[config.mk]
export PLATFORM = sky130hd
export DESIGN_NAME = seg7_scan_driver_flat
export DESIGN_NICKNAME = d
export VERILOG_FILES = /design/src/rtl/seg7_scan_driver_if.sv /design/src/rtl/seg7_scan_driver.sv /design/src/flat_wrapper.sv
export SDC_FILE = /design/constraint.sdc
export NUM_CORES = 1
export LEC_CHECK = 0
export CAP_MARGIN = 20
export CELL_PAD_IN_SITES_DETAIL_PLACEMENT = 1
export CELL_PAD_IN_SITES_GLOBAL_PLACEMENT = 2
export CORE_MARGIN = 8
export CORE_UTILIZATION = 41
export DETAILED_ROUTE_END_ITERATION = 7
export HOLD_SLACK_MARGIN = 0.1
export PLACE_DENSITY_LB_ADDON = 0.1
export SKIP_LAST_GASP = 1
export SLEW_MARGIN = 10
export SYNTH_ARGS = -nofsm -noshare
export SYNTH_HDL_FRONTEND = slang
export SYNTH_SLANG_ARGS = --single-unit
[constraint.sdc]
create_clock -name clk -period 7.9 [get_ports clk]
set_clock_uncertainty 0.1 [all_clocks]
set_input_delay 1.58 -clock clk [delete_from_list [all_inputs] [get_ports clk]]
set_output_delay 1.58 -clock clk [all_outputs]
set_load 0.03 [all_outputs]
[src/rtl/seg7_scan_driver_if.sv]
// Bus between the logic that owns the displayed number and the seven-segment
// scan driver: load strobe plus data in, registered display pins out.
interface seg7_scan_driver_if #(
   parameter int DIGITS = 4
);
   logic                  load;
   logic [4*DIGITS-1:0]   value;
   logic [DIGITS-1:0]     dp_in;
   logic [DIGITS-1:0]     blank_in;
   logic [6:0]            seg;
   logic                  dp;
   logic [DIGITS-1:0]     an;
   logic                  frame_start;

   modport master (
      output load, value, dp_in, blank_in,
      input  seg, dp, an, frame_start
   );

   modport slave (
      input  load, value, dp_in, blank_in,
      output seg, dp, an, frame_start
   );
endinterface

[src/rtl/seg7_scan_driver.sv]
// Time-multiplexed seven-segment driver: one registered segment bus scanned
// over DIGITS enables, with a shadow/display buffer pair committed at frame start.
module seg7_scan_driver #(
   parameter int DIGITS         = 4,
   parameter int SCAN_DIV       = 50000,
   parameter bit LZ_BLANK       = 1'b0,
   parameter bit SEG_ACTIVE_LOW = 1'b0,
   parameter bit AN_ACTIVE_LOW  = 1'b0
) (
   input  logic               clk,
   input  logic               rst_n,
   seg7_scan_driver_if.slave  bus
);

   localparam int CW = (SCAN_DIV > 1) ? $clog2(SCAN_DIV) : 1;
   localparam int IW = (DIGITS > 1) ? $clog2(DIGITS) : 1;
   localparam logic [CW-1:0] CNT_LAST = CW'(SCAN_DIV - 1);
   localparam logic [IW-1:0] IDX_LAST = IW'(DIGITS - 1);

   logic [CW-1:0]          r_cnt;
   logic [IW-1:0]          r_idx;
   logic                   r_pending;
   logic [4*DIGITS-1:0]    r_shValue, r_dsValue;
   logic [DIGITS-1:0]      r_shDp, r_dsDp, r_shBlank, r_dsBlank;
   logic [6:0]             r_seg;
   logic                   r_dp;
   logic [DIGITS-1:0]      r_an;
   logic                   r_frameStart;

   logic                   w_tick;
   logic [IW-1:0]          w_nidx;
   logic                   w_commit;
   logic [4*DIGITS-1:0]    w_effValue;
   logic [DIGITS-1:0]      w_effDp, w_effBlank, w_supp, w_dark, w_anNext;
   logic                   w_allZero;
   logic [3:0]             w_nib;

   function automatic logic [6:0] segCode(input logic [3:0] n);
      logic [6:0] c;
      case (n)
         4'h0: c = 7'b1111110;
         4'h1: c = 7'b1100000;
         4'h2: c = 7'b1011101;
         4'h3: c = 7'b1111001;
         4'h4: c = 7'b1100011;
         4'h5: c = 7'b0111011;
         4'h6: c = 7'b0111111;
         4'h7: c = 7'b1101000;
         4'h8: c = 7'b1111111;
         4'h9: c = 7'b1111011;
         4'hA: c = 7'b1101111;
         4'hB: c = 7'b0110111;
         4'hC: c = 7'b0011110;
         4'hD: c = 7'b1110101;
         4'hE: c = 7'b0011111;
         default: c = 7'b0001111;
      endcase
      return c;
   endfunction

   always_comb begin
      w_tick = (r_cnt == CNT_LAST);
      w_nidx = (r_idx == IDX_LAST) ? '0 : r_idx + 1'b1;
   end

   always_ff @(posedge clk or negedge rst_n) begin
      if (!rst_n) begin
         r_cnt <= '0;
         r_idx <= IDX_LAST;
      end else if (w_tick) begin
         r_cnt <= '0;
         r_idx <= w_nidx;
      end else begin
         r_cnt <= r_cnt + 1'b1;
      end
   end

   // A load on the commit edge still sees the old shadow go out; the new data
   // waits in the shadow with pending held for the following frame.
   always_ff @(posedge clk or negedge rst_n) begin
      if (!rst_n) begin
         r_pending <= 1'b0;
         r_shValue <= '0;
         r_shDp    <= '0;
         r_shBlank <= '0;
         r_dsValue <= '0;
         r_dsDp    <= '0;
         r_dsBlank <= '0;
      end else begin
         if (w_commit) begin
            r_dsValue <= r_shValue;
            r_dsDp    <= r_shDp;
            r_dsBlank <= r_shBlank;
         end
         if (bus.load) begin
            r_shValue <= bus.value;
            r_shDp    <= bus.dp_in;
            r_shBlank <= bus.blank_in;
            r_pending <= 1'b1;
         end else if (w_commit) begin
            r_pending <= 1'b0;
         end
      end
   end

   always_comb begin
      w_commit   = w_tick && (w_nidx == '0) && r_pending;
      w_effValue = w_commit ? r_shValue : r_dsValue;
      w_effDp    = w_commit ? r_shDp    : r_dsDp;
      w_effBlank = w_commit ? r_shBlank : r_dsBlank;
   end

   // Walk down from the top digit; digit 0 is never suppressed.
   always_comb begin
      w_supp    = '0;
      w_allZero = 1'b1;
      for (int i = DIGITS - 1; i > 0; i--) begin
         w_allZero = w_allZero & (w_effValue[4*i +: 4] == 4'h0);
         w_supp[i] = LZ_BLANK & w_allZero;
      end
   end

   always_comb begin
      w_dark           = w_effBlank | w_supp;
      w_nib            = w_effValue[{w_nidx, 2'b00} +: 4];
      w_anNext         = '0;
      w_anNext[w_nidx] = 1'b1;
   end

   always_ff @(posedge clk or negedge rst_n) begin
      if (!rst_n) begin
         r_seg        <= '0;
         r_dp         <= 1'b0;
         r_an         <= '0;
         r_frameStart <= 1'b0;
      end else begin
         r_frameStart <= w_tick && (w_nidx == '0);
         if (w_tick) begin
            r_an  <= w_anNext;
            r_seg <= w_dark[w_nidx] ? 7'b0000000 : segCode(w_nib);
            r_dp  <= w_effDp[w_nidx] & ~w_dark[w_nidx];
         end
      end
   end

   // Polarity is a fixed XOR on the registered levels, so pins stay glitch-free.
   assign bus.seg         = r_seg ^ {7{SEG_ACTIVE_LOW}};
   assign bus.dp          = r_dp ^ SEG_ACTIVE_LOW;
   assign bus.an          = r_an ^ {DIGITS{AN_ACTIVE_LOW}};
   assign bus.frame_start = r_frameStart;

endmodule

[src/flat_wrapper.sv]
// flat-port wrapper written by rule: the top's interface ports become plain ports
module seg7_scan_driver_flat 
#(
   parameter int DIGITS         = 4,
   parameter int SCAN_DIV       = 50000,
   parameter bit LZ_BLANK       = 1'b0,
   parameter bit SEG_ACTIVE_LOW = 1'b0,
   parameter bit AN_ACTIVE_LOW  = 1'b0
)
  (clk, rst_n, bus_load, bus_value, bus_dp_in, bus_blank_in, bus_seg, bus_dp, bus_an, bus_frame_start);
  seg7_scan_driver_if #(.DIGITS(DIGITS)) bus_i ();
  input  logic clk;
  input  logic rst_n;
  input wire logic [$bits(bus_i.load)-1:0] bus_load;
  input wire logic [$bits(bus_i.value)-1:0] bus_value;
  input wire logic [$bits(bus_i.dp_in)-1:0] bus_dp_in;
  input wire logic [$bits(bus_i.blank_in)-1:0] bus_blank_in;
  output wire logic [$bits(bus_i.seg)-1:0] bus_seg;
  output wire logic [$bits(bus_i.dp)-1:0] bus_dp;
  output wire logic [$bits(bus_i.an)-1:0] bus_an;
  output wire logic [$bits(bus_i.frame_start)-1:0] bus_frame_start;
  assign bus_i.load = bus_load;
  assign bus_i.value = bus_value;
  assign bus_i.dp_in = bus_dp_in;
  assign bus_i.blank_in = bus_blank_in;
  assign bus_seg = bus_i.seg;
  assign bus_dp = bus_i.dp;
  assign bus_an = bus_i.an;
  assign bus_frame_start = bus_i.frame_start;
  seg7_scan_driver #(.DIGITS(DIGITS), .SCAN_DIV(SCAN_DIV), .LZ_BLANK(LZ_BLANK), .SEG_ACTIVE_LOW(SEG_ACTIVE_LOW), .AN_ACTIVE_LOW(AN_ACTIVE_LOW)) u_core (.clk(clk), .rst_n(rst_n), .bus(bus_i));
endmodule
==> impl_metrics.py <==
metrics = {
    "yosys": {
        "synthTopCellsByCount": "78 x dfrtp_1, 44 x mux2_2, 27 x nand2_1",
        "synth_edf_count": 0,
        "syn_nets": 344,
        "netlist_area_mm2": 0.00369,
        "ys_types": 51,
        "yosys_warnings": 0,
        "ys_top_cells_by_area": "dfrtp_1 53%, mux2_2 13%, ha_1 3.7%",
        "synth_area_per_cell_um2": 12.1,
        "synth.most_common_cell": "dfrtp_1",
        "synth_ff_type": "dfrtp_1",
        "synth_top_area_cell": "dfrtp_1",
        "synth_cells": 306,
        "synth_seq_cells": 80,
        "ys_seq_area_share_pct": 54.3,
        "synth.top_cell.area_share_pct": 52.9,
        "async_reset_ff_share_pct": 100,
    },
    "power": {
        "p_int_mw": 0.572,
        "p_sw_mw": 0.183,
        "p_leak_nw": 1.99,
        "power_mw": 0.756,
        "power_frac_clock_pct": 38.0,
        "p_sw_share_pct": 24.2,
        "vdd_drop_max_v": 0.0000712,
        "p_per_area_mw_per_mm2": 171,
        "p_comb_share_pct": 5.2,
        "seqPwrFrac_pct": 56.8,
    },
    "floorplanning": {
        "rows": 34,
        "die_h_um": 111,
        "die_w_um": 111,
        "io_pins": 40,
        "coreArea_mm2": 0.00872,
        "start_util_pct": 42.3,
        "die-area_mm2": 0.0123,
    },
    "clocking": {
        "cts_num_sinks": 80,
        "post_cts_buffers": 0,
        "cts_tree": "built",
        "clock_path_buffers": 2,
        "ctsResizeCount": 0,
        "numCtsBuffers": 9,
        "holdBufCountCts": 0,
        "clk_latency_ps": 350,
        "cts.clk_slew.worst_paths_ps": 90,
        "cts-root-buf": "clkbuf_8",
        "htreeDepth": 3,
    },
    "placement": {
        "placedInstanceArea_mm2": 0.00416,
        "hpwl_mm": 5.65,
        "dpl.cell_count": 439,
        "dp_slack_ps": 3940,
        "routabilityCongestion": 0.805,
        "portBuffers": 39,
    },
    "layout": {
        "layoutNonFillerInstCount": 458,
        "fin_area_mm2": 0.00441,
        "fin_nets": 383,
        "drive_gt1_share_pct": 22.0,
        "antenna_cells": 0,
        "areaGrowthSynthToFinish_pct": 19.4,
        "utilization_pct": 50.5,
    },
    "critical_path": {
        "crit_arrival_ps": 3640,
        "cp-startpoint": "u_core.r_cnt[0]",
        "r2r-start": "u_core.r_cnt[0]",
        "r2r_slack_ps": 4400,
        "endpoint": "u_core.bus.seg[5]",
        "reg2reg_to": "u_core.bus.seg[5]",
        "worstSetupEndpointType": "flip-flop",
        "worstPathRequired_ps": 8040,
        "crit_fanout": 23,
        "critPathLaunchType": "flip-flop",
        "path_class": "reg2reg",
        "rr_worst_depth": 9,
    },
    "timing": {
        "final-hold-violation-count": 0,
        "slew_headroom_pct": 42.7,
        "worst_pin_slew_ps": 856,
        "rsz0062_at_grt": "false",
        "layout_setup_ws_ps": 4400,
        "min_period_over_period_pct": 44.3,
        "final.setup.tns_ps": 0,
        "setup_viol": 0,
        "fmax_mhz": 286,
        "slew_viol_final": 0,
        "period_needed_ps": 3500,
        "whs_ps": 354,
    },
    "global_route": {
        "antenna_found_initial": 0,
        "grt_overflow": 0,
        "grt_max_degree": 81,
        "track_usage_pct": 13.4,
        "grt_pass1_wl_mm": 13.6,
        "grt_pass1_vias": 2676,
    },
    "worst_hold_path": {
        "hp-class": "reg2reg",
    },
    "detailed_routing": {
        "via_per_inst": 5.41,
        "dr.pass1.iters": 5,
        "drc": 0,
        "drt_wl_total_mm": 7.92,
        "dr.first_iter.drc_count": 51,
        "ant_nets": 0,
        "post_drt_wl_per_cell_um": 17.3,
        "dr_total_vias": 2480,
    },
    "job": {
        "cap_violations": 0,
    },
    "outcome": {
        "outcome": "finished, final reports clean",
    },
}
==> layer usage <==
| layer | track usage (%) | vias to the layer above | share of wire, % |
|---|---|---|---|
| li1 | - | 1181 | - |
| met2 | 20.8 | 38 | 46 |
| met4 | 5.14 | 0 | 1.1 |
| met5 | 0 | - | 0 |
| met1 | 17.6 | 1253 | 50 |
| met3 | 2.98 | 8 | 3.1 |
==> cell families after synthesis <==
family / Yosys count / share of synthesized area [%]
and+or+nand+nor: 90 / 12.6
DFF: 80 / 54.3
muxes: 48 / 15.5
AOI/OAI and AO/OA: 44 / 8.58
buffers and inverters: 19 / 2.03
xor gates and xnor gates: 14 / 3.32
adders and majority gates: 11 / 3.73
==> critical path, cell delays in order, from the launching register on <==
cell and delay (ps):
dfrtp_1 370, ha_1 180, and3_1 260, and4_4 440
nand3_4 240, mux2_2 350, mux4_2 550, ha_1 270
or3_1 380, a32o_1 260
==> how the worst min path moves through the flow <==
stage / slack, ps / to / startpoint / cells after the start
2_1_floorplan: 330 / u_core.r_cnt[0] / u_core.r_cnt[0] / 1
3_3_place_gp: 340 / u_core.r_cnt[0] / u_core.r_cnt[0] / 1
3_5_place_dp: 350 / u_core.r_cnt[0] / u_core.r_cnt[0] / 1
4_1_cts: 360 / u_core.r_cnt[0] / u_core.r_cnt[0] / 1
5_1_grt: 370 / u_core.r_cnt[0] / u_core.r_cnt[0] / 1
6_report: 350 / u_core.r_cnt[0] / u_core.r_cnt[0] / 1
==> power by group through the flow <==
stage	Combinational (mW)	Sequential, mW	Clock [mW]
3_5_place_dp	0.0377	0.438	0
4_1_cts	0.0377	0.429	0.298
2_1_floorplan	0.0151	0.434	0
6_report	0.0396	0.429	0.287
5_1_grt	0.0437	0.431	0.317
3_3_place_gp	0.0366	0.437	0
==> state kept, by name, summed over array words and instances, names as in the netlist <==
register / cells
u_core.r_shBlank: 4
u_core.r_pending: 1
u_core.bus.dp: 1
u_core.bus.frame_start: 1
u_core.r_dsDp: 4
u_core.r_cnt: 16
u_core.bus.seg: 7
u_core.r_idx: 2
u_core.r_shDp: 4
u_core.bus.an: 4
u_core.r_shValue: 16
u_core.r_dsValue: 16
u_core.r_dsBlank: 4
==> cell type report <==
type | instances | area [um2]
Inverter | 5 | 18.8
Clock buffer | 10 | 138
Fill cell | 919 | 4310
Timing Repair Buffer | 42 | 450
Clock inverter | 6 | 50.0
Sequential cell | 80 | 2000
Tap cell | 108 | 135
Multi-Input combinational cell | 207 | 1610
==> layout by cell type, fill, tap and decap left out, types with 3 or more instances in the layout <==
cell type	count
a211o_1	4
a21oi_1	4
a31oi_1	3
and3_1	6
clkbuf_8	10
clkdlybuf4s50_1	38
dfrtp_1	78
ha_1	11
inv_1	5
mux2_2	44
nand2_1	27
nand3_1	12
nand4_1	3
nor2_1	20
nor3_1	4
o211ai_1	4
o21ai_0	11
or3_1	4
xnor2_1	5
xor2_1	9
Power figures use the tool's default switching activity.
